--- src/rtl/regfile_wb_pkg.sv ---
// Shared widths and the buffered writeback entry used by the register-file
// write arbiter and its long-latency FIFO.
package regfile_wb_pkg;

  localparam int unsigned DATA_W   = 32;
  localparam int unsigned REG_AW   = 5;
  localparam int unsigned NUM_REGS = 32;

  typedef struct packed {
    logic [REG_AW-1:0] rd;
    logic [DATA_W-1:0] data;
    logic              live;
  } wb_entry_t;

endpackage : regfile_wb_pkg

--- src/rtl/wb_fifo.sv ---
// Small FIFO of long-latency writebacks; entries can be killed in place by a
// newer write to the same register, and dead entries stay until popped.
module wb_fifo
  import regfile_wb_pkg::*;
#(
  parameter int unsigned DEPTH = 2
) (
  input  logic                          Clk,
  input  logic                          rst,
  input  logic                          push,
  input  logic [REG_AW-1:0]             push_rd,
  input  logic [DATA_W-1:0]             push_data,
  input  logic                          pop,
  input  logic                          kill_en,
  input  logic [REG_AW-1:0]             kill_rd,
  output logic                          full,
  output logic                          empty,
  output wb_entry_t                     head,
  output logic [DEPTH-1:0]              live,
  output logic [DEPTH-1:0][REG_AW-1:0]  rd
);

  localparam int unsigned PTR_W = (DEPTH > 1) ? $clog2(DEPTH) : 1;
  localparam int unsigned CNT_W = $clog2(DEPTH + 1);

  wb_entry_t        mem [DEPTH];
  logic [PTR_W-1:0] head_ptr;
  logic [PTR_W-1:0] tail_ptr;
  logic [CNT_W-1:0] count;
  logic             push_live_c;

  assign full        = (count == CNT_W'(DEPTH));
  assign empty       = (count == '0);
  assign head        = mem[head_ptr];
  // An entry arriving alongside a primary write to the same register is already stale.
  assign push_live_c = !(kill_en && (kill_rd == push_rd));

  for (genvar g = 0; g < int'(DEPTH); g++) begin : g_export
    assign live[g] = mem[g].live;
    assign rd[g]   = mem[g].rd;
  end

  always_ff @(posedge Clk) begin
    if (!rst) begin
      head_ptr <= '0;
      tail_ptr <= '0;
      count    <= '0;
      for (int i = 0; i < int'(DEPTH); i++) mem[i] <= '0;
    end else begin
      for (int i = 0; i < int'(DEPTH); i++) begin
        if (kill_en && (mem[i].rd == kill_rd)) mem[i].live <= 1'b0;
      end
      if (pop) begin
        mem[head_ptr].live <= 1'b0;
        head_ptr           <= head_ptr + PTR_W'(1);
      end
      if (push) begin
        mem[tail_ptr].rd   <= push_rd;
        mem[tail_ptr].data <= push_data;
        mem[tail_ptr].live <= push_live_c;
        tail_ptr           <= tail_ptr + PTR_W'(1);
      end
      case ({push, pop})
        2'b10:   count <= count + CNT_W'(1);
        2'b01:   count <= count - CNT_W'(1);
        default: count <= count;
      endcase
    end
  end

endmodule : wb_fifo

--- src/rtl/regfile_write_arbiter.sv ---
// Merges pipeline writebacks and buffered long-latency results onto the single
// register-file write port; the pipeline always wins, with an advisory stall.
module regfile_write_arbiter
  import regfile_wb_pkg::*;
#(
  parameter int unsigned DEPTH        = 2,
  parameter int unsigned STARVE_LIMIT = 4
) (
  input  logic                Clk,
  input  logic                rst,
  input  logic                pipe_wen,
  input  logic [REG_AW-1:0]   pipe_rd,
  input  logic [DATA_W-1:0]   pipe_data,
  input  logic                lu_valid,
  input  logic [REG_AW-1:0]   lu_rd,
  input  logic [DATA_W-1:0]   lu_data,
  output logic                lu_ready,
  output logic                WEN,
  output logic [REG_AW-1:0]   RW,
  output logic [DATA_W-1:0]   busW,
  output logic [NUM_REGS-1:0] pending_mask,
  output logic                pipe_stall
);

  localparam int unsigned STARVE_W = $clog2(STARVE_LIMIT + 1);

  logic                         full;
  logic                         empty;
  wb_entry_t                    head;
  logic [DEPTH-1:0]             live;
  logic [DEPTH-1:0][REG_AW-1:0] rd;
  logic                         pri_c;
  logic                         pop_c;
  logic                         push_c;
  logic [STARVE_W-1:0]          starve_q;
  logic [STARVE_W-1:0]          starve_next_c;

  assign lu_ready = rst && !full;
  assign pri_c    = pipe_wen && (pipe_rd != '0);
  // Dead heads drain every cycle; live heads only when the pipeline is idle.
  assign pop_c    = !empty && (!head.live || !pri_c);
  assign push_c   = lu_valid && lu_ready && (lu_rd != '0);

  wb_fifo #(.DEPTH(DEPTH)) u_fifo (
    .Clk       (Clk),
    .rst       (rst),
    .push      (push_c),
    .push_rd   (lu_rd),
    .push_data (lu_data),
    .pop       (pop_c),
    .kill_en   (pri_c),
    .kill_rd   (pipe_rd),
    .full      (full),
    .empty     (empty),
    .head      (head),
    .live      (live),
    .rd        (rd)
  );

  always_comb begin
    pending_mask = '0;
    for (int i = 0; i < int'(DEPTH); i++) begin
      if (live[i]) pending_mask[rd[i]] = 1'b1;
    end
  end

  always_comb begin
    starve_next_c = starve_q;
    if (empty || pop_c)
      starve_next_c = '0;
    else if (head.live && (starve_q != STARVE_W'(STARVE_LIMIT)))
      starve_next_c = starve_q + STARVE_W'(1);
  end

  always_ff @(posedge Clk) begin
    if (!rst) begin
      WEN        <= 1'b0;
      RW         <= '0;
      busW       <= '0;
      starve_q   <= '0;
      pipe_stall <= 1'b0;
    end else begin
      starve_q   <= starve_next_c;
      pipe_stall <= (starve_next_c == STARVE_W'(STARVE_LIMIT));
      WEN        <= 1'b0;
      if (pri_c) begin
        WEN  <= 1'b1;
        RW   <= pipe_rd;
        busW <= pipe_data;
      end else if (pop_c && head.live) begin
        WEN  <= 1'b1;
        RW   <= head.rd;
        busW <= head.data;
      end
    end
  end

endmodule : regfile_write_arbiter

--- config.mk ---
export PLATFORM = sky130hd
export DESIGN_NAME = regfile_write_arbiter
export DESIGN_NICKNAME = d
export VERILOG_FILES = /design/src/rtl/regfile_wb_pkg.sv /design/src/rtl/wb_fifo.sv /design/src/rtl/regfile_write_arbiter.sv
export SDC_FILE = /design/constraint.sdc
export NUM_CORES = 1
export LEC_CHECK = 0
export CAP_MARGIN = 5
export CORE_MARGIN = 2
export CORE_UTILIZATION = 37
export DETAILED_ROUTE_END_ITERATION = 8
export PLACE_DENSITY_LB_ADDON = 0.2
export SYNTH_ARGS = -nofsm -noshare
export SYNTH_HDL_FRONTEND = slang
export SYNTH_SLANG_ARGS = --single-unit
--- constraint.sdc ---
create_clock -name Clk -period 6.54 [get_ports Clk]
set_input_delay 1.308 -clock Clk [delete_from_list [all_inputs] [get_ports Clk]]
set_output_delay 1.308 -clock Clk [all_outputs]
set_load 0.03 [all_outputs]
== Word level (Yosys, flattened, before mapping) ==
Memories as Yosys holds them, arrays and structs flattened. A register that Yosys moved wholly into a read port is not among the register bits.
Cells that the tools add are included.

* Register bits after elaboration: 46
* Bits in latches: 0
* Memory bits (writable): 76
* Memory bits (read-only): 0
* Output and inout port bits: 72
* Word-level logic and storage cells: 85
* Memories kept: 1

{| class="wikitable"
|+ Memories
! name !! depth !! width !! read ports !! clocked after memory_dff !! wr ports !! RTL line !! source
|-
| u_fifo.mem || 2 || 38 || 3 || 1 || 4 || wb_fifo.sv:26 || <nowiki>wb_entry_t mem [DEPTH];</nowiki>
|}

* Add/subtract/negate cells: 5
* Multiply operators: 0
* Div/mod/pow operators: 0
* $lt $le $gt $ge: 4
* Equal/unequal tests: 8
* Shifts and indexed selects: 0
* Multiplexer cells: 32
* Bitwise operators: 3
* Reduce and logical (&&, ||, !) cells: 24

{| class="wikitable"
|+ Operators by type and width
! kind !! number
|-
| $mux 32 || 4
|-
| $or 32x32->32 || 1
|-
| $mux 1 || 21
|-
| $eq 5x5->1 || 3
|-
| $logic_and 1x1->1 || 12
|-
| $lt 5x6->1 const B || 2
|-
| $demux 1 s5 || 2
|-
| $ge 5x1->1 const B || 2
|-
| $mux 5 || 2
|-
| $reduce_bool 5->1 || 2
|-
| $mux 3 || 2
|-
| $logic_not 1->1 || 5
|-
| $eq 2x2->1 const B || 2
|-
| $pmux 2 s2 || 1
|-
| $reduce_bool 2->1 || 2
|-
| $add 3x1->3 const B || 1
|-
| $eq 3x3->1 const B || 1
|-
| $ne 3x3->1 const B || 1
|-
| $add 1x1->1 const B || 2
|-
| $add 2x1->2 const B || 1
|-
| $eq 2x1->1 const B || 1
|-
| $logic_not 2->1 || 1
|-
| $logic_or 1x1->1 || 2
|-
| $or 1x1->1 || 2
|-
| $sub 2x1->2 const B || 1
|}

== Longest topological paths before layout ==
* Word-level depth: 8
* Depth in mapped cells: 8
* Depth with buffers taken out: 7

== Hierarchy ==
From an unflattened synthesis, not the netlist that was laid out.

* Cell total of the unflattened synthesis: 562
* Area total of the unflattened synthesis: 6384.9 sq um

{| class="wikitable"
|+ By module, submodules not included
! module !! times used !! cells an instance !! area each (sq um) !! sequential area each (sq um)
|-
| wb_fifo || 1 || 263 || 3793.6 || 2382.3
|-
| regfile_write_arbiter || 1 || 299 || 2591.2 || 840.8
|}

== Worst setup path after synthesis ==
OpenSTA, ideal clock, no wires.

* Kind: input -> register
* Start point: in rst
* End point: mem u_fifo.mem[1][10] (netlist name), enable pin
* Data arrival time: 4.785 ns
* Setup slack: 1.272 ns
* Stages: 5
* Buffers on the path: 1
* Path through: buf_4 > inv_1 > a21oi_2 > nand3_1 > o21ai_0

{| class="wikitable"
|+ RTL lines
! what !! RTL line !! source
|-
| start, declared || regfile_write_arbiter.sv:10 || <nowiki>input logic rst,</nowiki>
|-
| end, declared || wb_fifo.sv:26 ||
|}

== Worst setup path in the final report ==
* Start point: in rst
* End point: out lu_ready

* Cells in the longest elaborated chain, start to end: 1

{| class="wikitable"
|+ Ends and longest elaborated chain
! what !! RTL line !! source
|-
| $logic_and 1x1->1 || regfile_write_arbiter.sv:38 || <nowiki>assign lu_ready = rst && !full;</nowiki>
|-
| end, declared || regfile_write_arbiter.sv:17 || <nowiki>output logic lu_ready,</nowiki>
|}

No other way between the ends.

==> metrics.yaml <==
status: "complete, no violations"
die_x_um: 131
criticalPathCategory: "in2out"
gr-total-overflow: 0
portBuffers: 149
grtUsageTotal_pct: 17.7
yosys.area_share.simple_pct: 16.9
critical_path_required_ps: 5230
detail-route-antenna-nets: 0
initial_core_util_pct: 37.8
relSlewSlack_pct: 31.8
synth_nets: 603
power_density_nw_per_um2: 315
synth_compound_area_share_pct: 8.36
dr.pass1.iters: 7
core_area_um2: 15900
avgSynthCellArea_um2: 11.5
drive_gt1_share_pct: 12.8
gp_congestion: 0.800
critPathCaptureType: "output pin"
maxCapViolCount: 0
hold_class: "reg2reg"
rsz0062_at_grt: "false"
dr_wl_met2_um: 7380
ys_ff_latch: 123
n_antenna_cell: 0
min_period_over_period_pct: 67.1
synth_common_cells: "edfxtp_1 (76), and2_1 (74), dfxtp_1 (47)"
synth_flop_cell: "edfxtp_1"
path_clk_slew_ps: 60
setup_viol: 0
grt_pass1_vias: 4677
synth_mux_area_share_pct: 13.8
yosys.area.top_type_share_pct: 38.0
cp_slowest_stage_delay_ps: 740
synth_seq_area_share_pct: 53.7
viasPerCell: 5.12
fin_nets: 740
grt_start_max_net_pins: 47
antenna_found_initial: 0
fmax_mhz: 228
crit_path_max_fanout: 46
cts_tree: "yes"
path_buf_inv: 4
avgRoutedWirePerCell_um: 16.8
drc: 0
cts_resized: 0
syn_area_um2: 6000
regArea_um2: 3220
drt-initial-drc-count: 201
finalCriticalPeriod_ps: 4390
tns_ps: 0
path_cells: "buf_2 > buf_4 > inv_1 > a21oi_2 > clkdlybuf4s50_1"
highest-signal-layer: "met4"
worst_pin_slew_ps: 1020
finalPower_mw: 2.59
crit_family: "buffers and inverters"
ir_drop_uv: 163
post-cts-setup-buffers: 0
maxSlewViolCount: 0
hold_viol_final: 0
cts_made_buffers: 17
nFillCells: 1457
p_leak_nw: 2.85
synth_warnings: 0
yosysUniqueCellTypes: 43
synth_most_common_cell: "edfxtp_1"
cts_sinks: 123
synthTopCellsByArea: "edfxtp_1 (38%), dfxtp_1 (16%), and2_1 (7.7%)"
routed_wl_um: 14900
dr_wl_met3_um: 942
rows: 46
multi_input_area_um2: 2570
start_kind: "primary input"
grt_pass1_wl_um: 24100
htreeDepth: 4
cp_slowest_cell: "clkdlybuf4s50_1"
pin_count: 150
root_buffer: "clkbuf_16"
ff2ff_setup_slack_ps: 3560
dieArea_um2: 17200
syn_to_final_growth_pct: 36.8
synth_top_area_cell: "edfxtp_1"
clk-insertion-delay-late_ps: 410
synthArstFlopShare_pct: 0
synth_edf_count: 76
hpwl_um: 10100
met1Wirelength_um: 6330
arrival_ps: 3080
synth_top_family_by_area: "simple AND/OR/NAND/NOR gates"
synth_fa_ha_area_share_pct: 0.626
die_h_um: 131
cts_buffer_depth: 2
syn_inst: 522
synth_xor_area_share_pct: 2.77
clock_skew_ps: 10.9
vias: 4547
holdBufCountCts: 0
-- stage by stage --
| stage | std cells | setup WS, ps | cell area [µm²] | hold slack (ps) | util, % |
|---|---|---|---|---|---|
| global placement | 856 | 2200 | 7620 | 496 | 47.9 |
| CTS | 888 | 2130 | 8200 | 507 | 51.6 |
| finish | 888 | 2150 | 8200 | 507 | 51.6 |
| floorplan | 522 | 1270 | 6000 | 478 | - |
| global route | 888 | 2040 | 8200 | 551 | 51.6 |
| detailed placement | 856 | 2140 | 7620 | 501 | 47.9 |
-- registers in the layout (all words and copies together) (netlist names), named ones only --
name,count
WEN,1
starve_q,3
u_fifo.head_ptr,1
pipe_stall,1
u_fifo.mem,76
busW,32
u_fifo.tail_ptr,1
RW,5
u_fifo.count,2
-- power by group --
group	internal [mW]	switching (mW)
Sequential	0.925	0.0923
Clock	0.614	0.318
Combinational	0.316	0.322
Total	1.86	0.732
-- metal layers --
metal / GRT usage (%) / up-vias
li1: - / 2188
met1: 20.3 / 2183
met2: 30.9 / 156
met3: 5.83 / 20
met4: 6.28 / 0
met5: 0 / -
-- final cells by class --
cell class / count / share of cell area [%]
clock inverter: 9 / 1.45
sequential: 123 / 39.3
timing repair buffer: 155 / 18.7
tap: 216 / 3.29
multi-input combinational: 356 / 31.3
clock buffer: 23 / 5.70
inverter: 6 / 0.275
-- worst paths after layout --
| check | startpoint | to | depth (start not counted) |
|---|---|---|---|
| worst max-delay path | rst | lu_ready | 5 |
| worst min-delay path | u_fifo.head_ptr | register | 2 |
| worst max register to register | register | busW[10] | 5 |
| worst min register to register | u_fifo.head_ptr | register | 2 |
-- worst register-to-register path, cell delays in order (launching register included) --
cell and delay, ps:
dfxtp_2 970, mux2i_1 460, nor2_4 550, buf_4 520, mux2i_1 260, o21ai_1 80
-- logic make-up after synthesis --
kind of cell / count (synthesis)
flops: 123
compound gates: 84
buf+inv: 43
xor+xnor: 19
simple gates: 172
fa+ha+maj: 3
mux: 78
-- layout by cell type, fill, tap and decap left out, types with 6 or more instances in the layout --
cell	synthesis	layout
nand3_1	45	45
xnor2_1	11	11
mux2_2	37	37
o22ai_1	32	32
inv_1	6	6
clkdlybuf4s50_1	0	148
nand3b_1	10	10
xor2_1	8	8
clkbuf_16	0	17
o21ai_1	34	34
dfxtp_1	47	46
mux2i_1	41	41
edfxtp_1	76	76
buf_4	3	6
nor2_1	14	13
and2_1	74	74
Note: power is estimated with default switching activity, not from simulation.
